$ cat config.mk
export PLATFORM = sky130hd
export DESIGN_NAME = arm_ctrl_exmem
export DESIGN_NICKNAME = d
export VERILOG_FILES = /design/src/rtl/arm_ctrl_exmem.sv
export SDC_FILE = /design/constraint.sdc
export NUM_CORES = 1
export LEC_CHECK = 0
export BUFFER_PORTS_ARGS = -buffer_cell sky130_fd_sc_hd__buf_2
export CORE_AREA = 3 3 120 122
export CTS_BUF_LIST = sky130_fd_sc_hd__clkbuf_16
export DETAILED_ROUTE_END_ITERATION = 12
export DIE_AREA = 0 0 123 125
export GPL_ROUTABILITY_DRIVEN = 0
export PLACE_DENSITY = 0.62
export SETUP_SLACK_MARGIN = 0.02
export SYNTH_ARGS = -nofsm -noshare
export SYNTH_HDL_FRONTEND = slang
export SYNTH_SLANG_ARGS = --single-unit
export TNS_END_PERCENT = 10
$ cat constraint.sdc
create_clock -name clk -period 2.55 [get_ports clk]
set_clock_uncertainty 0.05 [all_clocks]
set_input_delay 0.1275 -clock clk [delete_from_list [all_inputs] [get_ports clk]]
set_output_delay 0.1275 -clock clk [all_outputs]
set_load 0.005 [all_outputs]
$ cat src/rtl/arm_ctrl_exmem.sv
// LEGv8 control slice: main and ALU-control decoders feeding EX,
// plus the EX/MEM pipeline register for memory/writeback controls.
module arm_ctrl_exmem #(
  parameter int DW = 64,
  parameter int RW = 5
) (
  input  logic          clk,
  input  logic          rst,
  input  logic [10:0]   opcode,
  input  logic          sign,
  output logic          uncondBr,
  output logic          branch,
  output logic          Reg2Loc,
  output logic          ALU_Src,
  output logic          RegWrite,
  output logic          ALU_SH,
  output logic          Imm,
  output logic          memToReg,
  output logic          memWrite,
  output logic          memRead,
  output logic          shiftDirn,
  output logic          ALU_on,
  output logic          set_flags,
  output logic          branchReg,
  output logic          branchLink,
  output logic          IF_ID_flush,
  output logic [1:0]    fwdEn,
  output logic [2:0]    ALU_cntrl,
  input  logic          memToReg_EX,
  input  logic          memWrite_EX,
  input  logic          memRead_EX,
  input  logic          branchLink_EX,
  input  logic          RegWrite_EX,
  input  logic [RW-1:0] targetReg_EX,
  input  logic [DW-1:0] toDataMem,
  input  logic [DW-1:0] ALU_B,
  output logic          memToReg_MEM,
  output logic          memWrite_MEM,
  output logic          memRead_MEM,
  output logic          branchLink_MEM,
  output logic          RegWrite_MEM,
  output logic [RW-1:0] targetReg_MEM,
  output logic [DW-1:0] toDataMem_MEM,
  output logic [DW-1:0] ALU_B_MEM
);

  typedef enum logic [3:0] {
    I_NOP, I_ADDS, I_SUBS, I_AND, I_EOR,
    I_LSR, I_LSL, I_LDUR, I_STUR, I_BR,
    I_ADDI, I_CBZ, I_BCOND, I_B, I_BL
  } instr_e;

  typedef struct packed {
    logic       ub;
    logic       br;
    logic       r2l;
    logic       src;
    logic       rw;
    logic       sh;
    logic       imm;
    logic       m2r;
    logic       mw;
    logic       mr;
    logic       dir;
    logic       on;
    logic       sf;
    logic       breg;
    logic       bl;
    logic       fl;
    logic [1:0] fwd;
    logic [2:0] alu;
  } ctrl_t;

  instr_e ins;
  ctrl_t  c;
  ctrl_t  cg;

  // Later matches override earlier ones, so longer opcodes win.
  always_comb begin
    ins = I_NOP;
    case (opcode[10:5])
      6'b000101: ins = I_B;
      6'b100101: ins = I_BL;
      default:   ;
    endcase
    case (opcode[10:3])
      8'b10110100: ins = I_CBZ;
      8'b01010100: ins = I_BCOND;
      default:     ;
    endcase
    if (opcode[10:1] == 10'b1001000100)
      ins = I_ADDI;
    case (opcode)
      11'b10101011000: ins = I_ADDS;
      11'b11101011000: ins = I_SUBS;
      11'b10001010000: ins = I_AND;
      11'b11001010000: ins = I_EOR;
      11'b11010011010: ins = I_LSR;
      11'b11010011011: ins = I_LSL;
      11'b11111000010: ins = I_LDUR;
      11'b11111000000: ins = I_STUR;
      11'b11010110000: ins = I_BR;
      default:         ;
    endcase
  end

  always_comb begin
    c = '0;
    case (ins)
      I_ADDS, I_SUBS, I_AND, I_EOR: begin
        c.r2l = 1'b1;
        c.rw  = 1'b1;
        c.on  = 1'b1;
        c.sf  = (ins == I_ADDS) || (ins == I_SUBS);
        c.fwd = 2'b11;
      end
      I_LSL, I_LSR: begin
        c.r2l = 1'b1;
        c.rw  = 1'b1;
        c.sh  = 1'b1;
        c.dir = (ins == I_LSR);
        c.fwd = 2'b11;
      end
      I_ADDI: begin
        c.src = 1'b1;
        c.imm = 1'b1;
        c.rw  = 1'b1;
        c.on  = 1'b1;
        c.fwd = 2'b10;
      end
      I_LDUR: begin
        c.src = 1'b1;
        c.rw  = 1'b1;
        c.m2r = 1'b1;
        c.mr  = 1'b1;
        c.on  = 1'b1;
      end
      I_STUR: begin
        c.src = 1'b1;
        c.mw  = 1'b1;
        c.on  = 1'b1;
      end
      I_CBZ: begin
        c.br = 1'b1;
        c.on = 1'b1;
        c.fl = 1'b1;
      end
      I_BCOND: begin
        c.br = 1'b1;
        c.fl = 1'b1;
      end
      I_B: begin
        c.ub = 1'b1;
        c.br = 1'b1;
        c.fl = 1'b1;
      end
      I_BL: begin
        c.ub = 1'b1;
        c.br = 1'b1;
        c.bl = 1'b1;
        c.rw = 1'b1;
        c.on = 1'b1;
        c.fl = 1'b1;
      end
      I_BR: begin
        c.ub   = 1'b1;
        c.br   = 1'b1;
        c.breg = 1'b1;
        c.fl   = 1'b1;
      end
      default: ;
    endcase
    // Negative offsets make the address computation a subtract.
    case (ins)
      I_ADDS, I_ADDI: c.alu = 3'b010;
      I_SUBS:         c.alu = 3'b011;
      I_AND:          c.alu = 3'b100;
      I_EOR:          c.alu = 3'b110;
      I_LDUR, I_STUR: c.alu = sign ? 3'b011 : 3'b010;
      default:        c.alu = 3'b000;
    endcase
  end

  assign cg = rst ? c : '0;

  assign uncondBr    = cg.ub;
  assign branch      = cg.br;
  assign Reg2Loc     = cg.r2l;
  assign ALU_Src     = cg.src;
  assign RegWrite    = cg.rw;
  assign ALU_SH      = cg.sh;
  assign Imm         = cg.imm;
  assign memToReg    = cg.m2r;
  assign memWrite    = cg.mw;
  assign memRead     = cg.mr;
  assign shiftDirn   = cg.dir;
  assign ALU_on      = cg.on;
  assign set_flags   = cg.sf;
  assign branchReg   = cg.breg;
  assign branchLink  = cg.bl;
  assign IF_ID_flush = cg.fl;
  assign fwdEn       = cg.fwd;
  assign ALU_cntrl   = cg.alu;

  logic [4:0]    ctl_q;
  logic [RW-1:0] tgt_q;
  logic [DW-1:0] res_q;
  logic [DW-1:0] stb_q;

  always_ff @(posedge clk or negedge rst) begin
    if (!rst) begin
      ctl_q <= '0;
      tgt_q <= '0;
      res_q <= '0;
      stb_q <= '0;
    end else begin
      ctl_q <= {memToReg_EX, memWrite_EX, memRead_EX,
                branchLink_EX, RegWrite_EX};
      tgt_q <= targetReg_EX;
      res_q <= toDataMem;
      stb_q <= ALU_B;
    end
  end

  assign {memToReg_MEM, memWrite_MEM, memRead_MEM,
          branchLink_MEM, RegWrite_MEM} = ctl_q;
  assign targetReg_MEM = tgt_q;
  assign toDataMem_MEM = res_q;
  assign ALU_B_MEM     = stb_q;

endmodule

# == After elaboration in Yosys (flattened, before gate mapping) ==
# Index checks and enable logic that the tools add are counted.
# op_classes
reduce_logical,11
mux,22
eq_ne,28
# op_table
cell,n
$eq 11x11->1 const B,9
$pmux 4 s9,1
$eq 4x4->1 const B,7
$mux 21,1
$reduce_or 9->1,2
$eq 4x3->1 const B,4
$pmux 4 s2,2
$mux 1,15
$pmux 3 s5,1
$eq 10x10->1 const B,1
$eq 4x2->1 const B,2
$eq 8x7->1 const B,1
$eq 8x8->1 const B,1
$eq 6x3->1 const B,1
$eq 6x6->1 const B,1
$reduce_or 2->1,3
$reduce_or 3->1,2
$reduce_or 6->1,1
$reduce_or 5->1,1
$eq 4x1->1 const B,1
$mux 4,1
$pmux 2 s2,1
$reduce_or 4->1,1
$logic_or 1x1->1,1
# totals
ff_bits,138
in_bits,152
output_inout_bits,159

# == Logic depth before layout (Yosys ltp) ==
# Gate-level depths: netlist of run 1.
# depth
word_depth,9
depth_mapped,9

# == Least setup slack after synthesis of run 1 ==
# No wires, ideal clock.
# synth_path
kind,in2out
start,input opcode[8]
end,output branch
n_path_buf,1
cell_stages,8
arrival_ps,2007
slack_ps,366
t_required_ps,2372
cell_sequence,or4b_4 -> nor4_4 -> a211o_4 -> nor3b_2 -> mux2_4 -> nor3_2 -> nor3_1 -> buf_4
# synth_via
elab_chain_cells,9
elab_cells_between_ends,26
# synth_rtl
item,line_no,rtl
"start, declared",9,"input logic [10:0] opcode,"
$eq 6x6->1 or $eq 6x3->1 (tied branches),81,case (opcode[10:5])
$pmux 4 s2,81,
$pmux 4 s2,86,case (opcode[10:3])
$mux 4,91,if (opcode[10:1] == 10'b1001000100)
$pmux 4 s9 *,93,case (opcode)
$eq 4x4->1,109,case (ins)
$reduce_or 5->1 (no line) *,-,
$mux 1 *,109,
$mux 21 *,184,assign cg = rst ? c : '0;
"end, declared",12,"output logic branch,"
# Mark *: on every way between the ends. The rest lies on a longest branch, timed or not.

# == Final worst setup path of run 1 ==
# layout_path
start,input opcode[8]
end,output set_flags
# layout_via
elab_chain_cells,9
elab_cells_between_ends,26
# layout_rtl
item,line_no,rtl
$eq 6x6->1 or $eq 6x3->1 (tied branches),81,
$pmux 4 s2,81,
$pmux 4 s2,86,
$mux 4,91,
$pmux 4 s9 *,93,
$eq 4x1->1 (tied with other cells),"109, 114",
$reduce_or 4->1 or $logic_or 1x1->1 (tied branches),-,
$mux 1 *,109,
$mux 21 *,184,
"end, declared",23,"output logic set_flags,"
# Marked as above.

==> summary.txt, run 1 <==
WL final - 14880 um
largest net degree at the start of global routing - 148
Area growth, synth to finish - 92.27%
io pins - 311
CP max stage cell - or4b_4
GR Layer Usage met2 - 36.35%
vias per inst - 4.332
# DRC - 0
nets@finish - 850
global routing's busiest layer - met2
synth unique cells - 44
slew margin rel. - 48.72%
worst-path fanout max - 6
fmax - 0.4174 GHz
critical-path cell list - buf_2, or4b_4, nor4_4, a211o_4, nor3b_2, mux2_4, xnor2_1, nor3b_2, buf_2
number of synthesized flops with an enable pin - 0
HPWL after DPL - 9870 um
CP peak stage delay - 0.56 ns
fill count - 1031
die area - 15380 sq um
Clk pin slew, worst setup/hold paths - 0.06 ns
initial antenna violation count - 2
FFs w/ async S/R, synth - 100.0%
peak supply drop - 0.5033 mV
Total GRT Usage - 19.72%
GRT met3 Usage - 8.898%
global-route wire length before repair - 22820 um
WL/cell - 16.79 um
CTS max path bufs - 2
clock root buffer master - clkbuf_16
Final Setup Violations - 0
crit path capture type - output pin
Die X - 123 um
Core Util, Final - 59.03%
Final Slew Violations - 0
CTS tree - done
TNS Setup - 0 ns
WP data required - 2.37 ns
worst slew pin tran - 0.7692 ns
mux contribution to synthesized area - 0.3679%
core footprint - 13300 sq um
simple-gate share of the synthesized area - 10.82%
Critical Setup Path Class - primary input to output pin
share of layout cells above drive strength 1 - 50.71%
# clock sinks - 138
Yosys warnings - 0
Cell Rows - 42
Vias - 3838
crit path DAT - 2.22 ns
Main synth FF type - dfrtp_1
Leak - 3.951 nW
vias in the first global route - 4332
die height - 125 um
main combinational cell family by area after synthesis - simple AND/OR/NAND/NOR gates
Worst Hold Class - primary input to flop
GR Layer Usage met1 - 18.77%
Max Cap Violations - 0
Worst Setup Start Kind - primary input
cts bufs inserted - 17
Initial Util - 30.70%
Seq/Total Area, Yosys - 84.61%
Synth Register Bits - 138
Synth Area in Compound Gates - 3.066%
synthesized area per cell - 17.75 sq um
Antenna Nets Post-Route - 0
RSZ-0062 raised after global routing - false
Net Count, Synth - 382
PD cells - 659.4 nW/um^2
adder-cell share of the synthesized area - 0%
DR pass1 iterations - 4
DR iter-0 viols - 154
status - finished clean
fin crit period - 2.396 ns
CTS H-tree depth - 4
Post-Synth XOR/XNOR Area - 0.2146%
final hold slack - 0.3003 ns
Mapped Area - 4081 sq um
I/O Buffers - 310
cells after synthesis - 230
total congestion overflow - 0
fin crit share - 93.94%
Hold Vio Cnt, Final - 0
-- cell usage after synthesis (3+ instances only) --
cell     count  area, sq um
a21oi_1      5        25.02
and3_1       4        25.02
buf_4        3        22.52
dfrtp_1    138         3453
nand2_1      9        33.78
nand3_1      7        35.03
nor2_1      10        37.54
nor3_1       5        25.02
o21ai_0      3        15.01
-- layout by cell type, fill, tap and decap left out, types with 4 or more instances in the layout --
cell type / count
buf_2: 309
nor2_1: 10
dfrtp_1: 138
dlygate4sd3_1: 139
nand3_1: 7
clkbuf_16: 17
buf_4: 4
and3_1: 4
nor3_1: 5
a21oi_1: 5
nand2_1: 9
-- per-stage QoR --
step | std cells | setup WS, ns | cell area (sq um) | total power, mW
after floorplan | 230 | 0.3659 | 4081 | 2.415
after global placement | 716 | 0.1436 | 5879 | 2.712
after detailed placement | 716 | 0.1290 | 5879 | 2.723
after CTS | 884 | 0.1179 | 7825 | 5.219
after global routing | 886 | 0.04391 | 7848 | 5.392
final | 886 | 0.1544 | 7848 | 5.175
-- per-layer routing --
layer	wire length, um	part of all wire, %
met1	4668	31
met2	8080	54
met3	1595	11
met4	533	3.6
met5	0	0
-- worst max-delay path, delay by kind of cell --
family | cells | cell delay, ns
AO/OA/AOI/OAI | 1 | 0.19
XOR/XNOR | 1 | 0.16
buffers and inverters | 2 | 0.25
multiplexers | 1 | 0.35
AND/OR/NAND/NOR | 4 | 1.13
-- kinds of logic after synthesis --
kind of cell | after synthesis
mux | 1
buf+inv | 7
compound gates | 18
simple gates | 65
flops | 138
xor+xnor | 1
-- report_power, final --
part	switching [mW]	internal [mW]	leakage [nW]
combinational	0.216	0.313	2.07
sequential	0.0316	2.30	1.61
clock	0.893	1.42	0.268
total	1.14	4.03	3.95
-- repair_timing --
item / CTS / global route
hold buffers: 139 / 0
gates resized for setup: 0 / 3
endpoints found under the setup margin: 0 / 4
hold endpoints to repair: 276 / 0
setup buffers: 0 / 0
-- path summary, 6_finish.rpt --
path | start | endpoint | slack (ns) | depth (start not counted)
max | opcode[8] | set_flags | 0.15 | 9
min | ALU_B[13] | ALU_B_MEM[13] | 0.30 | 2
min in group asynchronous | rst | toDataMem_MEM[14] | 0.35 | 3
max in group asynchronous | rst | ALU_B_MEM[50] | 1.49 | 3
-- sequential cells by signal, summed over array words and instances, names as in the netlist --
signal / flops
ALU_B_MEM: 64
toDataMem_MEM: 64
ctl_q: 5
targetReg_MEM: 5
-- area by class of cell --
cell class | instances | area (sq um) | area share, %
multi-input combinational | 85 | 608.1 | 7.749
antenna | 2 | 5.005 | 0.06378
timing repair buffer | 454 | 2999 | 38.22
clock inverter | 12 | 128.9 | 1.642
clock buffer | 17 | 425.4 | 5.421
inverter | 2 | 7.507 | 0.09566
sequential | 138 | 3453 | 44.01
tap | 176 | 220.2 | 2.806
No activity file was read; power rests on OpenSTA's default activity.
==> run 2, diff against run 1 <==
--- a/config.mk
+++ b/config.mk
@@ -6,12 +6,12 @@
 export NUM_CORES = 1
 export LEC_CHECK = 0
 export BUFFER_PORTS_ARGS = -buffer_cell sky130_fd_sc_hd__buf_2
-export CORE_AREA = 3 3 120 122
-export CTS_BUF_LIST = sky130_fd_sc_hd__clkbuf_16
+export CORE_AREA = 3 3 121 123
+export CTS_BUF_LIST = sky130_fd_sc_hd__clkbuf_8
 export DETAILED_ROUTE_END_ITERATION = 12
-export DIE_AREA = 0 0 123 125
+export DIE_AREA = 0 0 124 126
 export GPL_ROUTABILITY_DRIVEN = 0
-export PLACE_DENSITY = 0.62
+export PLACE_DENSITY = 0.61
 export SETUP_SLACK_MARGIN = 0.02
 export SYNTH_ARGS = -nofsm -noshare
 export SYNTH_HDL_FRONTEND = slang
==> summary.txt, run 2 (synthesis results as in run 1) <==
Clk pin slew, worst setup/hold paths - 0.09 ns (was 0.06 ns)
Max Cap Violations - 0 (unchanged)
cts bufs inserted - 17 (unchanged)
most frequent cells in the layout - 309 x buf_2, 141 x dlygate4sd3_1, 138 x dfrtp_1 (was 309 x buf_2, 139 x dlygate4sd3_1, 138 x dfrtp_1)
fmax - 0.4132 GHz (was 0.4174 GHz)
die height - 126 um (was 125 um)
WL/cell - 18.19 um (was 16.79 um)
nets@finish - 852 (was 850)
die area - 15620 sq um (was 15380 sq um)
Post-CTS Setup Inserts - 0 (unchanged)
worst slew pin tran - 0.9976 ns (was 0.7692 ns)
switching share of power - 24.99% (was 22.04%)
sequential power share - 49.7% (was 45.1%)
global-route wire length before repair - 24150 um (was 22820 um)
RSZ-0062 raised after global routing - false (unchanged)
DR iter-0 viols - 189 (was 154)
fin crit period - 2.420 ns (was 2.396 ns)
total congestion overflow - 0 (unchanged)
most common cell after layout, fill and taps aside - buf_2 (unchanged)
worst-path fanout max - 8 (was 6)
Vias - 3867 (was 3838)
CTS max path bufs - 2 (unchanged)
PD cells - 610.6 nW/um^2 (was 659.4 nW/um^2)
# clock sinks - 138 (unchanged)
vias in the first global route - 4359 (was 4332)
Post-Place Worst Slack - 0.1512 ns (was 0.1290 ns)
clock root buffer master - clkbuf_8 (was clkbuf_16)
CTS tree - done (unchanged)
fin crit share - 94.90% (was 93.94%)
Initial Util - 29.63% (was 30.70%)
I/O Buffers - 310 (unchanged)
crit path capture type - output pin (unchanged)
WL final - 16250 um (was 14880 um)
Worst Hold Class - primary input to flop (unchanged)
slew margin rel. - 33.49% (was 48.72%)
initial antenna violation count - 1 (was 2)
Leak - 3.887 nW (was 3.951 nW)
io pins - 311 (unchanged)
DR pass1 iterations - 4 (unchanged)
status - finished clean (unchanged)
Final Slew Violations - 0 (unchanged)
TNS Setup - 0 ns (unchanged)
Internal - 3.524 mW (was 4.034 mW)
Critical Setup Path Class - primary input to output pin (unchanged)
peak supply drop - 0.4944 mV (was 0.5033 mV)
CTS H-tree depth - 4 (unchanged)
Worst Setup Start Kind - primary input (unchanged)
share of layout cells above drive strength 1 - 50.77% (was 50.71%)
Clk pwr share - 38.9% (was 44.7%)
Hold Vio Cnt, Final - 0 (unchanged)
Area growth, synth to finish - 88.53% (was 92.27%)
final hold slack - 0.2543 ns (was 0.3003 ns)
Net Sw Power - 1.174 mW (was 1.141 mW)
Worst Setup Slack, final - 0.1301 ns (was 0.1544 ns)
Core Util, Final - 55.87% (was 59.03%)
Cell Rows - 43 (was 42)
vias per inst - 4.330 (was 4.332)
HPWL after DPL - 11060 um (was 9870 um)
crit path DAT - 2.24 ns (was 2.22 ns)
Die X - 124 um (was 123 um)
Comb pwr share - 11.4% (was 10.2%)
Total GRT Usage - 21.24% (was 19.72%)
Antenna Nets Post-Route - 0 (unchanged)
largest net degree at the start of global routing - 83 (was 148)
Final Setup Violations - 0 (unchanged)
# DRC - 0 (unchanged)
WP data required - 2.37 ns (about the same)
diode count - 0 (was 2)
core footprint - 13770 sq um (was 13300 sq um)
[run 2: worst paths after layout]
path	slack (ns)	startpoint	cells after the start	to
max in group asynchronous	1.32	rst	3	ALU_B_MEM[34]
max	0.13	opcode[8]	9	set_flags
min	0.25	toDataMem[24]	2	toDataMem_MEM[24]
min in group asynchronous	0.32	rst	3	ALU_B_MEM[29]
[run 2: cell type report]
class                   instances  area (sq um)
flip-flops and latches        138          3453
inverters                       2         7.507
clock buffers                  18         247.7
repair buffers                456          3007
fillers                      1119          6078
clock inverters                14         157.7
well taps                     180         225.2
multi-input cells              85         596.8
[run 2: per-stage QoR]
stage	cell area [sq um]	instances	total power [mW]
5_1_grt	7695	893	4.920
2_1_floorplan	4081	230	2.415
6_report	7695	893	4.699
3_5_place_dp	5872	720	2.732
3_3_place_gp	5872	720	2.723
4_1_cts	7689	893	4.753
[run 2: repair_timing]
action	4_1_cts	5_1_grt
endpoints found under the hold margin	194	0
hold buffers	141	0
setup endpoints to repair	0	1
gates resized for setup	0	1
[run 2: power groups by stage]
stage,logic [mW],registers [mW],clock network [mW]
2_1_floorplan,0.0282,2.39,0
4_1_cts,0.533,2.33,1.89
6_report,0.536,2.34,1.83
3_5_place_dp,0.359,2.37,0
5_1_grt,0.581,2.35,1.99
3_3_place_gp,0.352,2.37,0
[run 2: worst max-delay path: stages]
cell     delay [ns]
buf_2          0.15
or4b_4         0.58
nor4_4         0.31
a211o_4        0.18
nor3b_2        0.05
mux2_4         0.35
xnor2_1        0.15
nor3b_1        0.20
buf_2          0.14
[run 2: metal layers]
layer | track usage [%] | share of wire, %
met1 | 22.62 | 35
met5 | 0 | 0.043
met4 | 8.247 | 2.6
met2 | 36.88 | 53
met3 | 9.026 | 9.1
